**config.mk**
```make
export PLATFORM = sky130hd
export DESIGN_NAME = sram_seq_ctrl
export DESIGN_NICKNAME = d
export VERILOG_FILES = /design/src/rtl/sram_seq_ctrl.sv
export SDC_FILE = /design/constraint.sdc
export NUM_CORES = 1
export LEC_CHECK = 0
export CAP_MARGIN = 20
export CORE_MARGIN = 3
export CORE_UTILIZATION = 33
export CTS_BUF_LIST = sky130_fd_sc_hd__clkbuf_8
export CTS_CLUSTER_DIAMETER = 40
export DETAILED_ROUTE_END_ITERATION = 10
export PLACE_DENSITY = 0.69
export SYNTH_ARGS = -nofsm -noshare
export SYNTH_HDL_FRONTEND = slang
export SYNTH_SLANG_ARGS = --single-unit
```
**constraint.sdc**
```tcl
create_clock -name clk -period 6.6 [get_ports clk]
set_input_delay 1.98 -clock clk [delete_from_list [all_inputs] [get_ports clk]]
set_output_delay 1.98 -clock clk [all_outputs]
set_load 0.01 [all_outputs]
```
**src/rtl/sram_seq_ctrl.sv**
```systemverilog
// rtl/sram_seq_ctrl.sv - round-robin two-port access sequencer for the 8-word register-file array
// Optional perf counters: define SRAM_SEQ_CTRL_PERF_EN.
module sram_seq_ctrl #(
  parameter int DATA_W    = 8,
  parameter int WL_CYCLES = 1
) (
  input  logic              clk,
  input  logic              rst_n,
  input  logic              req0_valid,
  output logic              req0_ready,
  input  logic              req0_we,
  input  logic [2:0]        req0_addr,
  input  logic [DATA_W-1:0] req0_wdata,
  input  logic              req1_valid,
  output logic              req1_ready,
  input  logic              req1_we,
  input  logic [2:0]        req1_addr,
  input  logic [DATA_W-1:0] req1_wdata,
  output logic              rsp_valid,
  output logic              rsp_id,
  output logic              rsp_we,
  output logic [DATA_W-1:0] rsp_rdata,
  output logic [2:0]        arr_addr,
  output logic              arr_valid,
  output logic              arr_precharge,
  output logic              arr_we,
  output logic [DATA_W-1:0] arr_wdata,
  output logic              arr_sense_en,
  input  logic [DATA_W-1:0] arr_rdata
`ifdef SRAM_SEQ_CTRL_PERF_EN
  ,
  output logic [15:0]       perf_grant0,
  output logic [15:0]       perf_grant1,
  output logic [15:0]       perf_conflict
`endif
);

  if (WL_CYCLES < 1 || WL_CYCLES > 4) begin : g_bad_wl_cycles
    $error("sram_seq_ctrl: WL_CYCLES must be in 1..4");
  end

  typedef enum logic [2:0] {S_IDLE, S_PRE, S_WL, S_SENSE, S_RESP} state_t;

  localparam logic [1:0] WL_LAST = 2'(WL_CYCLES - 1);

  state_t            r_state;
  logic              r_rr;
  logic              r_id;
  logic              r_we;
  logic [2:0]        r_addr;
  logic [DATA_W-1:0] r_wdata;
  logic [1:0]        r_cnt;
  logic              r_rsp_valid;
  logic              r_rsp_id;
  logic              r_rsp_we;
  logic [DATA_W-1:0] r_rsp_rdata;
  logic              r_arr_valid;
  logic              r_arr_precharge;
  logic              r_arr_we;
  logic              r_arr_sense_en;

  logic w_idle;
  logic w_grant0;
  logic w_grant1;
  logic w_accept;

  // r_rr = 0 prefers requester 0 when both are valid
  assign w_idle   = (r_state == S_IDLE);
  assign w_grant1 = req1_valid & (~req0_valid | r_rr);
  assign w_grant0 = req0_valid & ~w_grant1;
  assign w_accept = w_idle & (req0_valid | req1_valid);

  assign req0_ready    = rst_n & w_idle & w_grant0;
  assign req1_ready    = rst_n & w_idle & w_grant1;
  assign rsp_valid     = r_rsp_valid;
  assign rsp_id        = r_rsp_id;
  assign rsp_we        = r_rsp_we;
  assign rsp_rdata     = r_rsp_rdata;
  assign arr_addr      = r_addr;
  assign arr_wdata     = r_wdata;
  assign arr_valid     = r_arr_valid;
  assign arr_precharge = r_arr_precharge;
  assign arr_we        = r_arr_we;
  assign arr_sense_en  = r_arr_sense_en;

  always_ff @(posedge clk or negedge rst_n) begin
    if (!rst_n) begin
      r_state         <= S_IDLE;
      r_rr            <= 1'b0;
      r_id            <= 1'b0;
      r_we            <= 1'b0;
      r_addr          <= '0;
      r_wdata         <= '0;
      r_cnt           <= '0;
      r_rsp_valid     <= 1'b0;
      r_rsp_id        <= 1'b0;
      r_rsp_we        <= 1'b0;
      r_rsp_rdata     <= '0;
      r_arr_valid     <= 1'b0;
      r_arr_precharge <= 1'b0;
      r_arr_we        <= 1'b0;
      r_arr_sense_en  <= 1'b0;
    end else begin
      case (r_state)
        S_IDLE: begin
          r_rsp_valid <= 1'b0;
          if (w_accept) begin
            r_state         <= S_PRE;
            r_id            <= w_grant1;
            r_we            <= w_grant1 ? req1_we    : req0_we;
            r_addr          <= w_grant1 ? req1_addr  : req0_addr;
            r_wdata         <= w_grant1 ? req1_wdata : req0_wdata;
            r_rr            <= ~w_grant1;
            r_arr_precharge <= 1'b1;
          end
        end
        S_PRE: begin
          r_state         <= S_WL;
          r_arr_precharge <= 1'b0;
          r_arr_valid     <= 1'b1;
          r_arr_we        <= r_we;
          r_cnt           <= '0;
        end
        S_WL: begin
          if (r_cnt == WL_LAST) begin
            r_arr_valid <= 1'b0;
            r_arr_we    <= 1'b0;
            if (r_we) begin
              r_state     <= S_RESP;
              r_rsp_valid <= 1'b1;
              r_rsp_id    <= r_id;
              r_rsp_we    <= 1'b1;
            end else begin
              r_state        <= S_SENSE;
              r_arr_sense_en <= 1'b1;
            end
          end else begin
            r_cnt <= r_cnt + 2'd1;
          end
        end
        S_SENSE: begin
          r_state        <= S_RESP;
          r_arr_sense_en <= 1'b0;
          r_rsp_rdata    <= arr_rdata;
          r_rsp_valid    <= 1'b1;
          r_rsp_id       <= r_id;
          r_rsp_we       <= 1'b0;
        end
        S_RESP: begin
          r_state     <= S_IDLE;
          r_rsp_valid <= 1'b0;
        end
        default: begin
          r_state         <= S_IDLE;
          r_rsp_valid     <= 1'b0;
          r_arr_valid     <= 1'b0;
          r_arr_precharge <= 1'b0;
          r_arr_we        <= 1'b0;
          r_arr_sense_en  <= 1'b0;
        end
      endcase
    end
  end

`ifdef SRAM_SEQ_CTRL_PERF_EN
  logic [15:0] r_perf_grant0;
  logic [15:0] r_perf_grant1;
  logic [15:0] r_perf_conflict;

  always_ff @(posedge clk or negedge rst_n) begin
    if (!rst_n) begin
      r_perf_grant0   <= '0;
      r_perf_grant1   <= '0;
      r_perf_conflict <= '0;
    end else if (w_accept) begin
      if (w_grant0 && r_perf_grant0 != 16'hFFFF) r_perf_grant0 <= r_perf_grant0 + 16'd1;
      if (w_grant1 && r_perf_grant1 != 16'hFFFF) r_perf_grant1 <= r_perf_grant1 + 16'd1;
      if (req0_valid && req1_valid && r_perf_conflict != 16'hFFFF)
        r_perf_conflict <= r_perf_conflict + 16'd1;
    end
  end

  assign perf_grant0   = r_perf_grant0;
  assign perf_grant1   = r_perf_grant1;
  assign perf_conflict = r_perf_conflict;
`endif

endmodule

```
### Word-level counts from Yosys, hierarchy flattened

Index checks and enable logic that the tools add are counted.

* mux-type cells: 24
* $add $sub $neg: 1
* divide/modulo/power cells: 0
* reduce and logical (&&, ||, !) cells: 15
* magnitude comparators: 0
* bitwise operators: 14
* multipliers: 0
* shift operators: 0
* equal/unequal tests: 9

Operators by type and width (number)
* 3-bit 2-to-1 mux: 4
* 3-bit case mux with 4 select lines: 1
* 2-bit AND reduction: 5
* 1-bit 2-to-1 mux: 9
* 1-bit case mux with 3 select lines: 3
* 3-bit AND reduction: 3
* 3-bit OR reduction: 3
* 8-bit 2-to-1 mux: 1
* 2-bit != test, second input constant: 4
* 1-bit case mux with 2 select lines: 4
* 1-bit AND: 6
* 3-bit by 2-bit equality test with 1-bit output, second input constant: 2
* 1-bit inverter: 6
* 2-bit case mux with 2 select lines: 1
* 2-bit nonzero test: 2
* 3-bit by 1-bit equality test with 1-bit output, second input constant: 1
* 3-bit equality test, second input constant: 1
* 3-bit zero test: 1
* 2-bit by 1-bit adder with 2-bit output, second input constant: 1
* 2-bit zero test: 1
* 2-bit 2-to-1 mux: 1
* 2-bit by 1-bit != test with 1-bit output, second input constant: 1
* 1-bit OR: 2

* bits in writable memories: 0
* memories: 0
* output and inout port bits: 28
* bits in read-only memories: 0
* input bits: 36
* bits in latches: 0
* register bits after elaboration: 34

### Depth between registers and ports, before layout

Gate-level depths: netlist (run 1).

* depth after elaboration: 6
* gate-level depth with buffers: 6

### Least setup slack after synthesis (run 1)

No wires, ideal clock.

* kind: input port to output port
* start: input req0_valid
* end: output req1_ready
* stages on the path: 4
* setup slack: 1852 ps
* required time: 4620 ps
* arrival time: 2768 ps
* path buffers: 1
* path through: nor2b_1 -> clkbuf_1 -> nor3b_1 -> and2_1

* longest elaborated chain between the ends: 4

Ends and longest elaborated chain
* start: declaration: RTL line 9 `input logic req0_valid,`
* 1-bit inverter: RTL line 69 `assign w_grant1 = req1_valid & (~req0_valid | r_rr);`
* 1-bit OR: RTL line 69
* 1-bit AND: RTL line 69
* 1-bit AND: RTL line 74 `assign req1_ready = rst_n & w_idle & w_grant1;`
* end: declaration: RTL line 15 `output logic req1_ready,`

No other way between the ends.

### Final worst setup path (run 1)

* start: input req1_valid
* end: output req1_ready

* longest elaborated chain between the ends: 2

Ends and longest elaborated chain
* start: declaration: RTL line 14 `input logic req1_valid,`
* 1-bit AND: RTL line 69
* 1-bit AND: RTL line 74

No other way between the ends.

==> qor.yml, run 1 <==
outcome:
  status: "complete, no violations"
hold_path:
  min_path_type: "register to register"
setup_path:
  r2r-end: "arr_wdata[2]$_DFFE_PN0P_"
  startpoint: "req1_valid"
  reg2reg_slack_ns: 4.61
  worstSetupEndpointType: "primary output"
  critPathKind: "input port to primary output"
  arrival_ns: 3.78
  cp-start-kind: "input port"
  r2r-start: "r_state[0]$_DFFE_PN0P_"
  critPathRequiredTime_ns: 4.62
  crit_end: "req1_ready"
  r2r_cells: 4
  path_max_fanout: 15
timing:
  rsz0062_at_grt: "false"
  tightest_slew_ns: 0.559
  clock.fmax_ghz: 0.174
  setup_viol: 0
  final.setup_skew_ns: 0.00219
  slew_viol_final: 0
  relSlewSlack_pct: 62.7
  hold_violations: 0
  worst_slack_ns: 0.841
  setup_tns_ns: 0
  min_period_ns: 5.76
  fin_crit_sh_pct: 87.3
logic_synthesis:
  synth_cell_types: 32
  synth-seq-area-share_pct: 53.8
  syn_nets: 177
  synth_seq_cells: 34
  synth_area_um2: 1580
  ys_warn_count: 0
  netlist_instances: 140
  syn_area_per_cell_um2: 11.3
route:
  initialDrtViolationCount: 66
  vias: 1303
  viasPerCell: 5.09
  drtAntennaViolNets: 0
  drt_first_pass_iters: 4
  wire_per_inst_um: 14.2
  drc: 0
  wirelength_um: 3630
placed_design:
  dp_hpwl_um: 2690
  gp_congestion: 0.747
  port_buffers: 63
  dpl.cell_count: 248
  post-place-ws_ns: 0.795
global_route:
  grt_max_degree: 32
  grt_pass1_vias: 1321
  grt_pass1_wl_um: 6160
  overflow: 0
  grtUsageTotal_pct: 14.5
  antenna_found_initial: 0
floorplanning:
  die_h_um: 75.2
  die_w_um: 75.2
  ios: 64
  rows: 24
  die_area_um2: 5660
  core_area_um2: 4500
  initial_core_util_pct: 35.1
power:
  pwr-share-comb_pct: 47.0
  clock_power_share_pct: 15.1
  seq_power_share_pct: 37.9
  switching_share_pct: 34.4
  power.switching_mw: 0.350
  leakagePower_nw: 0.965
  total_power_mw: 1.02
  irDropWorstVdd_uv: 204
  p_per_area_nw_per_um2: 439
  power.internal_mw: 0.670
layout:
  num_antenna_cells: 0
  layout_common_cells: "clkdlybuf4s50_1, dfrtp_1, nand2_1"
  final_cells: 256
  multi_input_area_um2: 653
  fin_util_pct: 51.6
  layout_commonest_cell: "clkdlybuf4s50_1"
  drive_gt1_share_pct: 11.8
  final-seq-area_um2: 851
  areaGrowthSynthToFinish_pct: 46.9
  fillers: 434
  layout.nets: 240
run:
  drv_cap: 0
clocking:
  cts.sinks: 34
  insertion_delay_ns: 0.28
  postCtsSetupBuffers: 0
  cts_tree: "done"
  numCtsBuffers: 5
  h-tree-depth: 2
  clk_path_buf_depth: 2
  clk_pin_slew_ns: 0.06
  root_buffer: "clkbuf_8"
  cts_resized: 0
  ctsHoldBuffers: 0
==> cells in the mapped netlist <==
cell type | instances | area, µm²
clkbuf_1 | 5 | 18.8
o2bb2ai_1 | 2 | 17.5
ha_1 | 1 | 12.5
nor2_1 | 3 | 11.3
nand3b_1 | 1 | 7.51
dfrtp_1 | 34 | 851
or2_2 | 1 | 6.26
nand2_1 | 15 | 56.3
nor4_1 | 1 | 6.26
a21oi_1 | 6 | 30.0
a2111oi_0 | 1 | 8.76
a221o_1 | 12 | 120
o21bai_1 | 2 | 15.0
mux2_2 | 10 | 113
nor4b_1 | 1 | 8.76
a21o_1 | 2 | 15.0
nand2b_4 | 1 | 13.8
a211oi_4 | 1 | 20.0
mux2i_1 | 1 | 10.0
nor3b_1 | 3 | 22.5
buf_2 | 2 | 10.0
o41ai_1 | 1 | 8.76
and2_1 | 2 | 12.5
nor3_1 | 13 | 65.1
o21a_1 | 1 | 7.51
inv_1 | 4 | 15.0
or3_1 | 1 | 6.26
nand2b_1 | 2 | 12.5
o21ai_0 | 4 | 20.0
buf_6 | 3 | 33.8
nor2b_1 | 3 | 18.8
a22oi_1 | 1 | 7.51
==> registers in the layout (all words and copies together), names as in the netlist <==
register,flops
rsp_valid,1
arr_valid,1
r_we,1
r_rr,1
arr_addr,3
arr_sense_en,1
arr_we,1
arr_precharge,1
r_state,3
r_id,1
r_cnt,2
rsp_id,1
arr_wdata,8
rsp_rdata,8
rsp_we,1
==> area by class of cell <==
cell class | instances | share of cell area, %
sequential | 34 | 36.6
multi-input combinational | 92 | 28.1
tap | 52 | 2.80
clock buffer | 6 | 3.55
inverter | 4 | 0.646
clock inverter | 2 | 0.377
timing repair buffer | 66 | 27.9
==> power groups by stage <==
stage	sequential, mW	clock, mW	combinational [mW]
3_3_place_gp	0.389	0	0.478
6_report	0.387	0.154	0.480
4_1_cts	0.387	0.159	0.486
2_1_floorplan	0.395	0	0.266
3_5_place_dp	0.388	0	0.487
5_1_grt	0.403	0.167	0.524
==> kinds of logic (layout without fill, tap and decap cells) <==
family,after synthesis,count (layout),share of synthesized area (%)
adders and majority gates,1,1,0.791
muxes,11,11,7.75
DFF,34,34,53.8
and+or+nand+nor,47,47,15.7
AOI/OAI and AO/OA,33,33,17.1
buffers and inverters,14,78,4.90
==> worst max-delay path: stages <==
cell and delay, ns:
clkdlybuf4s50_1 0.80, nor3b_1 0.29, and2_1 0.16, clkdlybuf4s50_1 0.55
==> per-layer routing <==
metal | part of all wire, % | global-route usage [%] | vias to the layer above
li1 | - | - | 638
met1 | 45 | 18.9 | 604
met2 | 45 | 21.8 | 54
met3 | 8.2 | 5.34 | 7
met4 | 1.6 | 6.41 | 0
met5 | 0 | 0 | -
==> worst min path at each step <==
stage / from / endpoint / slack (ns) / cells past startpoint
final: r_id$_DFFE_PN0P_ / r_id$_DFFE_PN0P_ / 0.48 / 1
after detailed placement: r_id$_DFFE_PN0P_ / r_id$_DFFE_PN0P_ / 0.48 / 1
after global routing: rsp_rdata[3]$_DFFE_PN0N_ / rsp_rdata[3]$_DFFE_PN0N_ / 0.52 / 1
after global placement: r_id$_DFFE_PN0P_ / r_id$_DFFE_PN0P_ / 0.47 / 1
after floorplan: r_id$_DFFE_PN0P_ / r_id$_DFFE_PN0P_ / 0.44 / 1
after CTS: r_id$_DFFE_PN0P_ / r_id$_DFFE_PN0P_ / 0.49 / 1
==> through the flow <==
stage	hold WS [ns]	cell area, µm²
floorplan	0.444	1580
detailed placement	0.476	2230
global route	0.521	2320
global placement	0.467	2230
finish	0.483	2320
CTS	0.491	2320
No activity file was read; power rests on OpenSTA's default activity.
==> inputs of run 2 (changes only) <==
RECOVER_POWER = 100   (was unset)
==> qor.yml, run 2 (synthesis results as in run 1) <==
outcome:
  violations: "max-capacitance violations, max-slew violations"
  status: "finished, violations left"  # was complete, no violations
route:
  wire_per_inst_um: 14.1  # was 14.2 µm
  viasPerCell: 5.02  # was 5.09
  initialDrtViolationCount: 105  # was 66
  drt_first_pass_iters: 4  # unchanged
  drc: 0  # unchanged
  drtAntennaViolNets: 0  # unchanged
  vias: 1285  # was 1303
  wirelength_um: 3610  # was 3630 µm
clocking:
  postCtsSetupBuffers: 0  # unchanged
  numCtsBuffers: 5  # unchanged
  cts_resized: 0  # unchanged
  h-tree-depth: 2  # unchanged
  clk_pin_slew_ns: 0.06  # about the same
  clk_path_buf_depth: 2  # unchanged
  cts.sinks: 34  # unchanged
  insertion_delay_ns: 0.28  # about the same
  cts_tree: "done"  # unchanged
  root_buffer: "clkbuf_8"  # unchanged
  ctsHoldBuffers: 0  # unchanged
floorplanning:
  die_w_um: 75.2  # unchanged
  die_h_um: 75.2  # unchanged
  initial_core_util_pct: 35.1  # unchanged
  die_area_um2: 5660  # unchanged
  core_area_um2: 4500  # unchanged
  ios: 64  # unchanged
  rows: 24  # unchanged
power:
  switching_share_pct: 35.0  # was 34.4%
  pwr-share-comb_pct: 45.1  # was 47.0%
  clock_power_share_pct: 15.8  # was 15.1%
  total_power_mw: 0.974  # was 1.02 mW
  p_per_area_nw_per_um2: 424  # was 439 nW/µm²
  power.internal_mw: 0.633  # was 0.670 mW
  irDropWorstVdd_uv: 192  # was 204 µV
  seq_power_share_pct: 39.1  # was 37.9%
  power.switching_mw: 0.341  # was 0.350 mW
  leakagePower_nw: 0.979  # was 0.965 nW
timing:
  slew_viol_final: 32  # was 0
  setup_tns_ns: 0  # unchanged
  tightest_slew_ns: 1.59  # was 0.559 ns
  final.setup_skew_ns: 0.00171  # was 0.00219 ns
  hold_violations: 0  # unchanged
  fin_crit_sh_pct: 88.6  # was 87.3%
  clock.fmax_ghz: 0.171  # was 0.174 GHz
  relSlewSlack_pct: -5.98  # was 62.7%
  rsz0062_at_grt: "false"  # unchanged
  setup_viol: 0  # unchanged
  min_period_ns: 5.85  # was 5.76 ns
layout:
  fillers: 437  # was 434
  layout_common_cells: "dlygate4sd3_1, dfrtp_1, clkdlybuf4s50_1"  # was clkdlybuf4s50_1, dfrtp_1, nand2_1
  layout_commonest_cell: "dlygate4sd3_1"  # was clkdlybuf4s50_1
  layout.nets: 240  # unchanged
  areaGrowthSynthToFinish_pct: 45.3  # was 46.9%
  fin_area_um2: 2300  # was 2320 µm²
  drive_gt1_share_pct: 9.80  # was 11.8%
  num_antenna_cells: 0  # unchanged
placed_design:
  port_buffers: 63  # unchanged
  gp_congestion: 0.747  # unchanged
  placed_cell_area_um2: 2230  # unchanged
  dp_hpwl_um: 2690  # unchanged
run:
  drv_cap: 1  # was 0
global_route:
  antenna_found_initial: 0  # unchanged
  overflow: 0  # unchanged
  grtUsageTotal_pct: 14.5  # unchanged
  grt_pass1_vias: 1321  # unchanged
  grt_max_degree: 32  # unchanged
  grt_pass1_wl_um: 6160  # unchanged
setup_path:
  cp-start-kind: "input port"  # unchanged
  critPathRequiredTime_ns: 4.62  # about the same
  path_max_fanout: 15  # unchanged
  worstSetupEndpointType: "primary output"  # unchanged
  critPathKind: "input port to primary output"  # unchanged
  arrival_ns: 3.87  # was 3.78 ns
hold_path:
  min_path_type: "register to register"  # unchanged
run 2: changes by cell type in the layout (fill, tap and decap cells not counted), sizes merged:
cell and change:
dlygate4sd3 +36, clkdlybuf4s50 -36, clkbuf +2, buf -2
run 2: metal layers:
layer	part of all wire [%]	up-vias	wire (µm)	GRT usage [%]
li1	-	640	-	-
met1	44	590	1600	18.9
met2	46	48	1650	21.8
met3	8.1	7	293	5.34
met4	1.6	0	59	6.41
met5	0	-	0	0
run 2: final timing paths:
| path | start | to | slack [ns] | cells after the start |
|---|---|---|---|---|
| min | r_id$_DFFE_PN0P_ | r_id$_DFFE_PN0P_ | 0.48 | 1 |
| max | req1_valid | req1_ready | 0.75 | 4 |
| min in group asynchronous | rst_n | arr_addr[0]$_DFFE_PN0P_ | 1.53 | 1 |
| max reg2reg | r_state[0]$_DFFE_PN0P_ | arr_wdata[2]$_DFFE_PN0P_ | 4.41 | 3 |
| min reg2reg | r_id$_DFFE_PN0P_ | r_id$_DFFE_PN0P_ | 0.48 | 1 |
| max in group asynchronous | rst_n | arr_we$_DFFE_PN0P_ | 3.31 | 2 |
run 2: through the flow:
step,setup slack (ns),util [%],instances,hold slack [ns]
2_1_floorplan,1.85,-,140,0.444
3_3_place_gp,0.815,49.6,248,0.467
3_5_place_dp,0.795,49.6,248,0.476
4_1_cts,0.798,51.6,256,0.491
5_1_grt,0.562,51.0,256,0.516
6_report,0.755,51.0,256,0.483
run 2: cell type report:
class                   count  area, µm²  area share (%)
inverters                   4       15.0           0.653
flip-flops and latches     34        851            37.0
clock buffers               6       82.6            3.59
well taps                  52       65.1            2.83
repair buffers             66        643            28.0
multi-input cells          92        633            27.5
clock inverters             2       8.76           0.381
run 2: power by group through the flow:
stage | Combinational, mW | Sequential (mW) | Clock (mW)
after global routing | 0.484 | 0.398 | 0.167
after global placement | 0.478 | 0.389 | 0
after CTS | 0.486 | 0.387 | 0.159
final | 0.439 | 0.381 | 0.153
after detailed placement | 0.487 | 0.388 | 0
after floorplan | 0.266 | 0.395 | 0
run 2: worst max-delay path, stage by stage:
cell,delay (ns)
dlygate4sd3_1,0.82
nor3b_1,0.29
and2_1,0.16
dlygate4sd3_1,0.62
